### config.mk
export PLATFORM = sky130hd
export DESIGN_NAME = mux_channel_arbiter
export DESIGN_NICKNAME = d
export VERILOG_FILES = /design/src/rtl/mux_arb_pkg.sv /design/src/rtl/mux_channel_arbiter_rr_pick4.sv /design/src/rtl/mux_channel_arbiter.sv
export SDC_FILE = /design/constraint.sdc
export NUM_CORES = 1
export LEC_CHECK = 0
export ABC_AREA = 1
export CORE_MARGIN = 8
export CORE_UTILIZATION = 45
export DETAILED_ROUTE_END_ITERATION = 8
export PLACE_DENSITY = 0.74
export SETUP_SLACK_MARGIN = 0.02
export SLEW_MARGIN = 20
export SYNTH_ARGS = -nofsm -noshare
export SYNTH_HDL_FRONTEND = slang
export SYNTH_SLANG_ARGS = --single-unit
### constraint.sdc
create_clock -name clk -period 2.7 [get_ports clk]
set_input_delay 0.81 -clock clk [delete_from_list [all_inputs] [get_ports clk]]
set_output_delay 0.81 -clock clk [all_outputs]
set_load 0.02 [all_outputs]
### src/rtl/mux_arb_pkg.sv
// rtl/mux_arb_pkg.sv - shared constants and state encoding for the mux channel arbiter
package mux_arb_pkg;
  localparam int NUM_REQ = 4;
  localparam int SEL_W   = 2;

  typedef enum logic [1:0] {
    IDLE  = 2'd0,
    GRANT = 2'd1,
    GAP   = 2'd2
  } arb_state_t;
endpackage

### src/rtl/mux_channel_arbiter_rr_pick4.sv
// rtl/mux_channel_arbiter_rr_pick4.sv - priority-from-pointer pick among 4 requesters
module rr_pick4
  import mux_arb_pkg::*;
(
  input  logic [NUM_REQ-1:0] req,
  input  logic [SEL_W-1:0]   ptr,
  output logic [SEL_W-1:0]   idx,
  output logic               found
);

  // Scan farthest offset first so the closest set request to ptr wins.
  always_comb begin
    idx   = ptr;
    found = 1'b0;
    for (int k = NUM_REQ - 1; k >= 0; k--) begin
      if (req[ptr + SEL_W'(k)]) begin
        idx   = ptr + SEL_W'(k);
        found = 1'b1;
      end
    end
  end

endmodule

### src/rtl/mux_channel_arbiter.sv
// rtl/mux_channel_arbiter.sv - round-robin owner scheduler for a shared 4:1 mux / 1:4 demux channel
module mux_channel_arbiter
  import mux_arb_pkg::*;
#(
  parameter int MAX_BURST  = 8,
  parameter int GAP_CYCLES = 1
) (
  input  logic               clk,
  input  logic               reset,
  input  logic               enable,
  input  logic [NUM_REQ-1:0] req,
  output logic [NUM_REQ-1:0] gnt,
  output logic [SEL_W-1:0]   sel,
  output logic               sel_valid,
  output logic               busy
);

  localparam logic [7:0] BURST_LIM = 8'(MAX_BURST);
  localparam logic [3:0] GAP_LOAD  = 4'(GAP_CYCLES);

  arb_state_t         r_state;
  logic [NUM_REQ-1:0] r_gnt;
  logic [SEL_W-1:0]   r_sel;
  logic               r_sel_valid;
  logic               r_busy;
  logic [7:0]         r_burst_cnt;
  logic [3:0]         r_gap_cnt;
  logic [SEL_W-1:0]   r_ptr;

  logic [SEL_W-1:0]   w_pick_idx;
  logic               w_pick_found;
  logic [NUM_REQ-1:0] w_pick_onehot;
  logic               w_release;

  rr_pick4 u_pick (
    .req   (req),
    .ptr   (r_ptr),
    .idx   (w_pick_idx),
    .found (w_pick_found)
  );

  assign w_pick_onehot = {{(NUM_REQ-1){1'b0}}, 1'b1} << w_pick_idx;
  // r_sel doubles as the owner index while a grant is active.
  assign w_release     = !req[r_sel] || (r_burst_cnt == BURST_LIM);

  always_ff @(posedge clk) begin
    if (!reset) begin
      r_state     <= IDLE;
      r_gnt       <= '0;
      r_sel       <= '0;
      r_sel_valid <= 1'b0;
      r_busy      <= 1'b0;
      r_burst_cnt <= '0;
      r_gap_cnt   <= '0;
      r_ptr       <= '0;
    end else begin
      case (r_state)
        IDLE: begin
          if (enable && w_pick_found) begin
            r_state     <= GRANT;
            r_gnt       <= w_pick_onehot;
            r_sel       <= w_pick_idx;
            r_sel_valid <= 1'b1;
            r_busy      <= 1'b1;
            r_burst_cnt <= 8'd1;
          end
        end
        GRANT: begin
          if (w_release) begin
            r_gnt       <= '0;
            r_sel_valid <= 1'b0;
            r_ptr       <= r_sel + SEL_W'(1);
            r_burst_cnt <= '0;
            if (GAP_LOAD != 4'd0) begin
              r_state   <= GAP;
              r_gap_cnt <= GAP_LOAD;
            end else begin
              r_state   <= IDLE;
              r_busy    <= 1'b0;
            end
          end else begin
            r_burst_cnt <= r_burst_cnt + 8'd1;
          end
        end
        GAP: begin
          if (r_gap_cnt <= 4'd1) begin
            r_state   <= IDLE;
            r_busy    <= 1'b0;
            r_gap_cnt <= '0;
          end else begin
            r_gap_cnt <= r_gap_cnt - 4'd1;
          end
        end
        default: r_state <= IDLE;
      endcase
    end
  end

  assign gnt       = r_gnt;
  assign sel       = r_sel;
  assign sel_valid = r_sel_valid;
  assign busy      = r_busy;

endmodule

==> results of run 1 <==
[layout make-up]
class	count	area [sq um]
clock buffers	4	36.3
inverters	30	113
well taps	44	55.1
multi-input cells	158	796
flip-flops and latches	24	480
fillers	289	1390
repair buffers	16	155
[cell usage after synthesis (all sizes together)]
master  number
nor3         1
clkbuf       2
o211ai       1
a21oi       15
o21bai       1
o21ai        9
xor2         4
o221ai       1
buf          2
nand3b       2
nand3       28
a21o         1
nor2        22
o21a         2
clkinv       1
inv         29
ha           4
nand2       63
dfxtp       24
nand4        4
[worst min-delay path by stage]
stage | slack (ps) | endpoint | cells after the start | from
detailed placement | 450 | sel_valid$_SDFFE_PN0P_ | 2 | sel_valid$_SDFFE_PN0P_
global route | 510 | sel_valid$_SDFFE_PN0P_ | 2 | sel_valid$_SDFFE_PN0P_
CTS | 480 | sel_valid$_SDFFE_PN0P_ | 2 | sel_valid$_SDFFE_PN0P_
floorplan | 470 | r_burst_cnt[3]$_SDFFE_PN0P_ | 2 | r_burst_cnt[3]$_SDFFE_PN0P_
finish | 470 | sel_valid$_SDFFE_PN0P_ | 2 | sel_valid$_SDFFE_PN0P_
global placement | 450 | sel_valid$_SDFFE_PN0P_ | 2 | sel_valid$_SDFFE_PN0P_
[registers in the layout, indices dropped and copies added (netlist names)]
| register | flops |
|---|---|
| r_ptr | 2 |
| r_gap_cnt | 4 |
| sel_valid | 1 |
| sel | 2 |
| r_state | 2 |
| busy | 1 |
| r_burst_cnt | 8 |
| gnt | 4 |
[layer usage]
layer  part of all wire, %  global-route usage, %  wire length (um)  up-vias
met5                     0                      0                 0        -
met4                  0.63                   4.31                19        0
met3                   4.9                   3.17               146        2
met2                    43                   18.6              1280       24
met1                    52                   15.7              1550      585
li1                      -                      -                 -      726
[kinds of logic (layout without fill, tap and decap cells)]
logic type      after synthesis  count (layout)  synth area share [%]
buf+inv                      34              50                  10.3
compound gates               30              30                  11.7
simple gates                120             120                  38.3
flops                        24              24                  33.8
xor+xnor                      4               4                  2.46
fa+ha+maj                     4               4                  3.52
[through the flow]
stage	worst slack (ps)	hold slack, ps	util (%)
CTS	413	477	54.0
global placement	326	450	52.8
global route	355	512	54.0
detailed placement	346	455	52.8
floorplan	993	470	-
finish	432	471	54.0
[power by group through the flow]
stage / Sequential (uW) / Clock [uW] / Combinational (uW)
2_1_floorplan: 448 / 0 / 234
6_report: 428 / 191 / 337
3_3_place_gp: 437 / 0 / 336
5_1_grt: 435 / 206 / 383
4_1_cts: 428 / 195 / 339
3_5_place_dp: 436 / 0 / 338
==> summary.txt, run 1 <==
Placement
  • Port Buffers: 14
  • Placed cells: 272
  • Placed cell area: 1600 sq um
  • GP Congestion: 0.913
  • HPWL Detailed: 2290 um

Finish
  • Most frequent cells in the layout: 58 x nand2_1, 26 x nand3_1, 24 x dfxtp_1
  • Post-Layout Inst Area: 1640 sq um
  • Nets: 244
  • Synth-to-Final Area Change: 15.0%
  • Inserted Diodes: 0
  • Non-filler cells, final: 276
  • Commonest non-fill, non-tap cell in the layout: nand2_1
  • Share of layout cells above drive strength 1: 9.05%

Drt
  • Final ANT Viol Nets: 0
  • DR DRC count: 0
  • DR pass1 iterations: 4
  • WL/cell: 10.8 um
  • Avg Vias per Cell: 4.84
  • Final wirelength: 2990 um
  • DR vias: 1337
  • Initial DRC Count: 74

Synthesis
  • Synth area leader: dfxtp_1
  • Syn_nets: 227
  • Synth unique cells: 28
  • Yosys reg bits: 24
  • Mapped Cells: 216
  • Synthesized area per cell: 6.59 sq um
  • Post-synthesis sequential area ratio: 33.8%
  • Synth top area share: 33.8%
  • Yosys warnings: 0
  • Post-Syn Area: 1420 sq um
  • Top cells by area, synth: dfxtp_1 34%, nand2_1 15%, nand3_1 9.1%

Power
  • Flop pwr share: 44.8%
  • Combinational share of power: 35.3%
  • Leak pwr: 0.000746 uW
  • Max VDD drop: 0.000359 V
  • Internal Power: 598 uW
  • Psw: 358 uW
  • Switching share of power: 37.4%
  • PwrDens: 584 nW/um^2
  • Tot Pwr: 955 uW
  • Clock power frac: 19.9%

CTS
  • CTS tree: done
  • Max Root-Sink Buffers: 2
  • Clk sinks: 24
  • Clock Latency Late Sink: 310 ps
  • Max H-tree Level: 1
  • Clock transition at path regs: 130 ps
  • Inserted Clock Buffers: 3
  • Post-CTS Setup Bufs: 0
  • Hold_buf cts: 0
  • Root Driver: clkbuf_4
  • Cts repair resizes: 0

Critical path
  • Critical-path top delay cell: clkdlybuf4s50_1
  • CP Capture Type: output pin
  • CP Launch Point: sel[0]$_SDFFE_PN0P_
  • Crit-path leading delay family: buffers and inverters
  • Cell depth of the worst setup path: 1
  • Critical Path End: sel[0]
  • Cell breakdown of the critical path: clkdlybuf4s50_1
  • Worst reg2reg startpoint: r_ptr[0]$_SDFFE_PN0P_
  • Crit path max fanout: 6
  • CP Buf/Inv Count: 1
  • Worst r2r dst: sel[0]$_SDFFE_PN0P_
  • Setup CP Type: reg -> out
  • Worst R2R Path Depth: 11
  • Flop-to-flop setup slack: 950 ps
  • CP peak stage delay: 660 ps
  • Critical path startpoint category: register
  • WP data required: 1890 ps
  • Worst EP arrival: 1460 ps

Floorplanning
  • Die Width: 72.2 um
  • Die H: 72.2 um
  • Total Die Area: 5220 sq um
  • Std cell rows: 20
  • Io pins: 15
  • Core footprint: 3030 sq um
  • Starting density of the core: 47.0%

Min path
  • Min-delay worst type: reg -> reg

Timing
  • Worst-case clock skew: 4.15 ps
  • Tmin final: 2270 ps
  • # setup viols final: 0
  • Total negative slack: 0 ps
  • Worst-Margin Slew: 390 ps
  • RSZ-0062 raised after global routing: false
  • Tcrit/Tclk final: 84.0%
  • Slew headroom: 74.0%
  • Fmax: 441 MHz
  • Final hold viol count: 0
  • Max-slew violations: 0

Global route
  • First-pass GRT wire length: 5180 um
  • Initial antenna violation count: 0
  • Grt ovf: 0
  • Vias in the first global route: 1207
  • Total track usage: 12.1%
  • Largest net degree at the start of global routing: 18

Flow run
  • Max Cap Violations: 0

Run status
  • Outcome: finished clean
(Power assumes the default switching activity.)
==> run 2: changes to the inputs <==
- PLACE_DENSITY: 0.74 -> 0.76
- clock period: 2.7 -> 1.8 ns (I/O delays scaled with it)
==> run 2 against run 1 <==
- setup slack lost 300 ps
- critical path depth increased by 10
- via count rose by 3.6%
- sequential cell count did not move
- core utilization grew 3.6 points
- first-iteration DRC count increased by 6.8%
- largest cell class unchanged
- highest routed layer unchanged
==> summary.txt, run 2 (synthesis gave the netlist of run 1 again) <==
Run status
  • Outcome: finished clean

Min path
  • Min-delay worst type: reg -> reg

Floorplanning
  • Die H: 72.2 um (unchanged)
  • Starting density of the core: 47.0% (unchanged)
  • Io pins: 15 (unchanged)
  • Std cell rows: 20 (unchanged)
  • Core footprint: 3030 sq um (unchanged)
  • Die Width: 72.2 um (unchanged)
  • Total Die Area: 5220 sq um (unchanged)

Flow run
  • Max Cap Violations: 0 (unchanged)

Timing
  • RSZ-0062 raised after global routing: true
  • Fmax: 598 MHz
  • Max-slew violations: 0 (unchanged)
  • Worst-Margin Slew: 239 ps (-151 ps)
  • Tmin final: 1670 ps
  • Final hold viol count: 0 (unchanged)
  • Worst-case clock skew: 5.25 ps (+1.11 ps)
  • # setup viols final: 0 (unchanged)
  • Slew headroom: 84.0% (+10 points)
  • Tcrit/Tclk final: 92.9%

Critical path
  • CP Launch Point: req[2]
  • WP data required: 2070 ps (+180 ps)
  • Worst EP arrival: 1940 ps (+480 ps)
  • Worst reg2reg startpoint: r_ptr[1]$_SDFFE_PN0P_
  • CP Capture Type: register
  • Critical path startpoint category: primary input
  • Critical Path End: gnt[0]$_SDFFE_PN0P_
  • Flop-to-flop setup slack: 270 ps (-680 ps)
  • Worst R2R Path Depth: 11 (unchanged)
  • CP most frequent cell: nand2_1
  • Critical-path top delay cell: clkdlybuf4s50_1
  • Crit path max fanout: 3 (-3)
  • CP peak stage delay: 480 ps (-180 ps)
  • Setup CP Type: in -> reg
  • Worst r2r dst: r_burst_cnt[3]$_SDFFE_PN0P_
  • Cell breakdown of the critical path: clkdlybuf4s50_1, inv_1, o21ai_1, nand2_1, nand2_1, inv_1, nand4_1, nand2_2, nor2_4, nand2_1, nand2_1

CTS
  • Inserted Clock Buffers: 3 (unchanged)
  • Max Root-Sink Buffers: 2 (unchanged)
  • Clock transition at path regs: 130 ps (about the same)
  • Root Driver: clkbuf_4
  • Max H-tree Level: 1 (unchanged)
  • Clock Latency Late Sink: 310 ps (about the same)
  • Clk sinks: 24 (unchanged)
  • CTS tree: done

Finish
  • Max reg flops: 8 (unchanged)
  • Multi-input logic area: 812 sq um (+2.0%)
  • Fin util: 57.6% (+3.6 points)
  • Synth-to-Final Area Change: 22.6%
  • FF+latch area: 480 sq um (unchanged)
  • Most frequent cells in the layout: 56 x nand2_1, 26 x nand3_1, 24 x dfxtp_1
  • Commonest non-fill, non-tap cell in the layout: nand2_1
  • Nets: 257 (+5.3%)
  • Reg with most FFs: r_burst_cnt
  • Share of layout cells above drive strength 1: 15.5% (+6.5 points)
  • # fillers: 301 (+4.2%)
  • Inserted Diodes: 0 (unchanged)

Power
  • PwrDens: 855 nW/um^2 (+46%)
  • Max VDD drop: 0.000633 V (+76%)
  • Leak pwr: 0.000859 uW (+15%)
  • Tot Pwr: 1490 uW (+56%)

Drt
  • DR vias: 1385 (+3.6%)
  • Initial DRC Count: 79 (+6.8%)
  • DR pass1 iterations: 4 (unchanged)
  • Avg Vias per Cell: 4.79 (-1.1%)
  • DR DRC count: 0 (unchanged)
  • Final wirelength: 3180 um (+6.0%)
  • WL/cell: 11.0 um (+1.3%)
  • Final ANT Viol Nets: 0 (unchanged)

Placement
  • GP Congestion: 0.860 (-5.8%)
  • HPWL Detailed: 2470 um (+8.0%)
  • Port Buffers: 14 (unchanged)

Global route
  • Initial antenna violation count: 0 (unchanged)
  • Vias in the first global route: 1257 (+4.1%)
  • Grt ovf: 0 (unchanged)
  • First-pass GRT wire length: 5380 um (+3.7%)
  • Largest net degree at the start of global routing: 14 (-4)
  • Total track usage: 12.5% (+0.42 points)
run 2: changes by cell type in the layout (fill, tap and decap cells not counted), sizes merged:
cell           delta
clkdlybuf4s50    -10
buf              +13
dlygate4sd2       +8
dlymetal6s2s      +2
run 2: power by group:
part | internal [uW] | leakage, uW | switching (uW) | total [uW]
Clock | 123 | 0.0000210 | 155 | 279
Sequential | 587 | 0.000196 | 43.6 | 630
Combinational | 226 | 0.000643 | 356 | 583
Total | 936 | 0.000859 | 555 | 1490
run 2: layout make-up:
type | count | area share (%)
multi-input combinational | 158 | 46.6
sequential | 24 | 27.5
timing repair buffer | 29 | 14.2
inverter | 30 | 6.46
tap | 44 | 3.16
clock buffer | 4 | 2.08
run 2: worst min-delay path by stage:
stage | startpoint | to | slack [ps] | depth (start not counted)
after floorplan | r_burst_cnt[3]$_SDFFE_PN0P_ | r_burst_cnt[3]$_SDFFE_PN0P_ | 470 | 2
after global routing | sel_valid$_SDFFE_PN0P_ | sel_valid$_SDFFE_PN0P_ | 490 | 2
after detailed placement | sel_valid$_SDFFE_PN0P_ | sel_valid$_SDFFE_PN0P_ | 450 | 2
after global placement | sel_valid$_SDFFE_PN0P_ | sel_valid$_SDFFE_PN0P_ | 450 | 2
final | sel_valid$_SDFFE_PN0P_ | sel_valid$_SDFFE_PN0P_ | 460 | 2
after CTS | sel_valid$_SDFFE_PN0P_ | sel_valid$_SDFFE_PN0P_ | 470 | 2
run 2: metal layers:
layer / GRT usage (%) / vias to the layer above / share of wire (%)
li1: - / 754 / -
met3: 2.20 / 4 / 3.6
met4: 5.22 / 0 / 1.3
met1: 15.8 / 611 / 49
met5: 0 / - / 0
met2: 20.3 / 16 / 46
run 2: repair_timing:
action	in CTS	in global routing
resized for setup	8	8
buffers inserted	0	1
hold buffers	0	0
pin swaps	0	2
endpoints found under the setup margin	8	14
gates cloned	0	0
run 2: stage by stage:
stage / hold WS, ps / worst slack (ps) / TNS [ps] / cells / area (sq um)
2_1_floorplan: 470 / 363 / 0 / 216 / 1420
5_1_grt: 488 / -9.24 / -14.5 / 289 / 1740
3_5_place_dp: 449 / -231 / -4170 / 284 / 1690
3_3_place_gp: 450 / -221 / -3840 / 284 / 1690
4_1_cts: 468 / 90.3 / 0 / 288 / 1720
6_report: 464 / 129 / 0 / 289 / 1740
run 2: worst max-delay path: cells and delay by family:
kind,cells,cell delay (ps)
and+or+nand+nor,7,650
buffers and inverters,3,590
AOI/OAI and AO/OA,1,160
==> run 3: changes to the inputs <==
- CORE_UTILIZATION: 45 -> 50
- CTS_BUF_LIST: not set -> sky130_fd_sc_hd__clkbuf_8 sky130_fd_sc_hd__clkbuf_16
- PLACE_DENSITY: 0.76 -> 0.83
==> run 3 against run 2 <==
- clock-buffer cell count shrank 1
- combinational power grew 7.9%
- clock power grew 68%
- global-route usage grew 0.69 points
- fmax shrank 2.5%
- clock skew grew 3.9 ps
- setup slack lost 43 ps
- sequential power is essentially flat
- design area grew 4.7%
- via count grew 2.8%
- hold slack gained 17 ps
- critical endpoint unchanged
==> summary.txt, run 3 (synthesis gave the netlist of run 1 again) <==
Floorplanning
  • Starting density of the core: 52.0% (+5.1 points)
  • Total Die Area: 4810 sq um (-7.8%)
  • Std cell rows: 19 (-5.0%)
  • Io pins: 15 (unchanged)
  • Die Width: 69.3 um (-4.0%)
  • Core footprint: 2730 sq um (-9.7%)
  • Die H: 69.3 um (-4.0%)

Critical path
  • Worst reg2reg startpoint: r_ptr[0]$_SDFFE_PN0P_
  • CP Launch Point: r_ptr[0]$_SDFFE_PN0P_
  • Setup CP Type: reg -> reg
  • Critical Path End: gnt[0]$_SDFFE_PN0P_
  • CP Capture Type: register
  • Flop-to-flop setup slack: 90 ps (-180 ps)
  • WP data required: 1960 ps (-110 ps)
  • Critical path startpoint category: register
  • Worst R2R Path Depth: 11 (unchanged)
  • Worst EP arrival: 1880 ps (-60 ps)
  • Crit path max fanout: 7 (+4)
  • Worst r2r dst: gnt[0]$_SDFFE_PN0P_

Timing
  • Worst-Margin Slew: 316 ps (+76.9 ps)
  • Fmax: 583 MHz (-2.5%)
  • # setup viols final: 0 (unchanged)
  • Final hold viol count: 0 (unchanged)
  • Worst Hold Margin: 481 ps (+17.4 ps)
  • Setup slack after layout: 85.5 ps (-43.1 ps)
  • Slew headroom: 78.9% (-5.1 points)
  • Total negative slack: 0 ps (unchanged)
  • Tmin final: 1710 ps (+43.1 ps)
  • Worst-case clock skew: 9.18 ps (+3.93 ps)
  • Max-slew violations: 0 (unchanged)
  • Tcrit/Tclk final: 95.2% (+2.4 points)

Finish
  • Share of layout cells above drive strength 1: 19.0% (+3.5 points)
  • Post-Layout Inst Area: 1830 sq um (+4.7%)
  • Most frequent cells in the layout: 53 x nand2_1, 25 x nand3_1, 24 x dfxtp_1
  • Nets: 259 (+0.78%)
  • Non-filler cells, final: 278 (-3.8%)
  • Commonest non-fill, non-tap cell in the layout: nand2_1
  • Max reg flops: 8 (unchanged)
  • Synth-to-Final Area Change: 28.3%
  • Inserted Diodes: 0 (unchanged)
  • Reg with most FFs: r_burst_cnt
  • # fillers: 230 (-24%)

Placement
  • Placed cell area: 1650 sq um (-2.3%)
  • Placed cells: 268 (-5.6%)
  • HPWL Detailed: 2410 um (-2.3%)
  • Pre-CTS WS: -308 ps (-77.5 ps)
  • Port Buffers: 14 (unchanged)
  • GP Congestion: 0.868 (+0.97%)

Drt
  • DR vias: 1424 (+2.8%)
  • Avg Vias per Cell: 5.12 (+6.9%)
  • Final ANT Viol Nets: 0 (unchanged)
  • WL/cell: 12.8 um (+17%)
  • Final wirelength: 3560 um (+12%)
  • DR DRC count: 0 (unchanged)
  • Initial DRC Count: 91 (+15%)
  • DR pass1 iterations: 4 (unchanged)

CTS
  • Max Root-Sink Buffers: 2 (unchanged)
  • CTS tree: done
  • Clock Latency Late Sink: 270 ps (-40 ps)
  • Clock transition at path regs: 90 ps (-40 ps)
  • Inserted Clock Buffers: 3 (unchanged)
  • Root Driver: clkbuf_8
  • Clk sinks: 24 (unchanged)
  • Max H-tree Level: 1 (unchanged)

Power
  • PwrDens: 949 nW/um^2 (+11%)
  • Leak pwr: 0.000977 uW (+14%)
  • Max VDD drop: 0.000957 V (+51%)

Global route
  • Initial antenna violation count: 0 (unchanged)
  • Largest net degree at the start of global routing: 15 (+1)
  • Vias in the first global route: 1283 (+2.1%)
  • Grt ovf: 0 (unchanged)
  • Total track usage: 13.2% (+0.69 points)
  • First-pass GRT wire length: 5490 um (+2.2%)

Flow run
  • Max Cap Violations: 0 (unchanged)

Min path
  • Min-delay worst type: reg -> reg

Run status
  • Outcome: finished clean
-- run 3: changes by cell type in the layout (fill, tap and decap cells not counted), moves of 3 or more --
| cell | before | now |
|---|---|---|
| dlygate4sd2_1 | 8 | 2 |
| dlymetal6s2s_1 | 2 | 10 |
| nand2_1 | 56 | 53 |
| clkbuf_4 | 3 | 0 |
| nand2_2 | 7 | 10 |
-- run 3: worst max-delay path, stage by stage, from the launching register on --
cell	delay, ps
dfxtp_1	450
buf_4	200
nand2_1	60
nand2_1	100
nand2_1	100
nand2_2	70
inv_2	50
nand3_2	100
nand3_2	160
buf_4	180
nand3_1	80
nand2_1	80
-- run 3: metal layers --
layer  GRT usage (%)  vias to the layer above  wire length [um]
met4            5.69                        0                48
met3            2.86                        5               173
met1            15.2                      634              1570
li1                -                      756                 -
met5               0                        -                 0
met2            22.7                       29              1770
-- run 3: how the worst min path moves through the flow --
stage	startpoint	end	slack, ps	cells after the start
6_report	gnt[1]$_SDFFE_PN0P_	gnt[1]$_SDFFE_PN0P_	480	2
5_1_grt	gnt[1]$_SDFFE_PN0P_	gnt[1]$_SDFFE_PN0P_	500	2
4_1_cts	gnt[1]$_SDFFE_PN0P_	gnt[1]$_SDFFE_PN0P_	480	2
3_5_place_dp	gnt[1]$_SDFFE_PN0P_	gnt[1]$_SDFFE_PN0P_	460	2
3_3_place_gp	sel_valid$_SDFFE_PN0P_	sel_valid$_SDFFE_PN0P_	460	2
2_1_floorplan	r_burst_cnt[3]$_SDFFE_PN0P_	r_burst_cnt[3]$_SDFFE_PN0P_	470	2
-- run 3: layout make-up --
cell class / count / area, sq um / area share [%]
Multi-Input combinational cell: 159 / 840 / 46.0
Sequential cell: 24 / 480 / 26.3
Timing Repair Buffer: 30 / 283 / 15.5
Inverter: 30 / 113 / 6.17
Clock buffer: 3 / 41.3 / 2.26
Tap cell: 31 / 38.8 / 2.12
Clock inverter: 1 / 30.0 / 1.64
-- run 3: through the flow --
stage	total power (uW)	utilization [%]
final	1730	66.8
after global routing	1830	66.8
after CTS	1690	63.8
after detailed placement	1210	60.4
after global placement	1200	60.4
after floorplan	1020	-
-- run 3: timing repair --
item / 4_1_cts / 5_1_grt
pin swaps: 1 / 8
setup endpoints to repair: 7 / 26
setup buffers: 3 / 2
resized for setup: 3 / 22
cloned: 0 / 1
hold buffers: 0 / 0
-- run 3: report_power, final --
group          switching, uW  leakage (uW)  total (uW)  internal [uW]
Sequential              46.3      0.000196         633            586
Clock                    172     0.0000357         470            298
Combinational            384      0.000746         629            245
Total                    603      0.000977        1730           1130
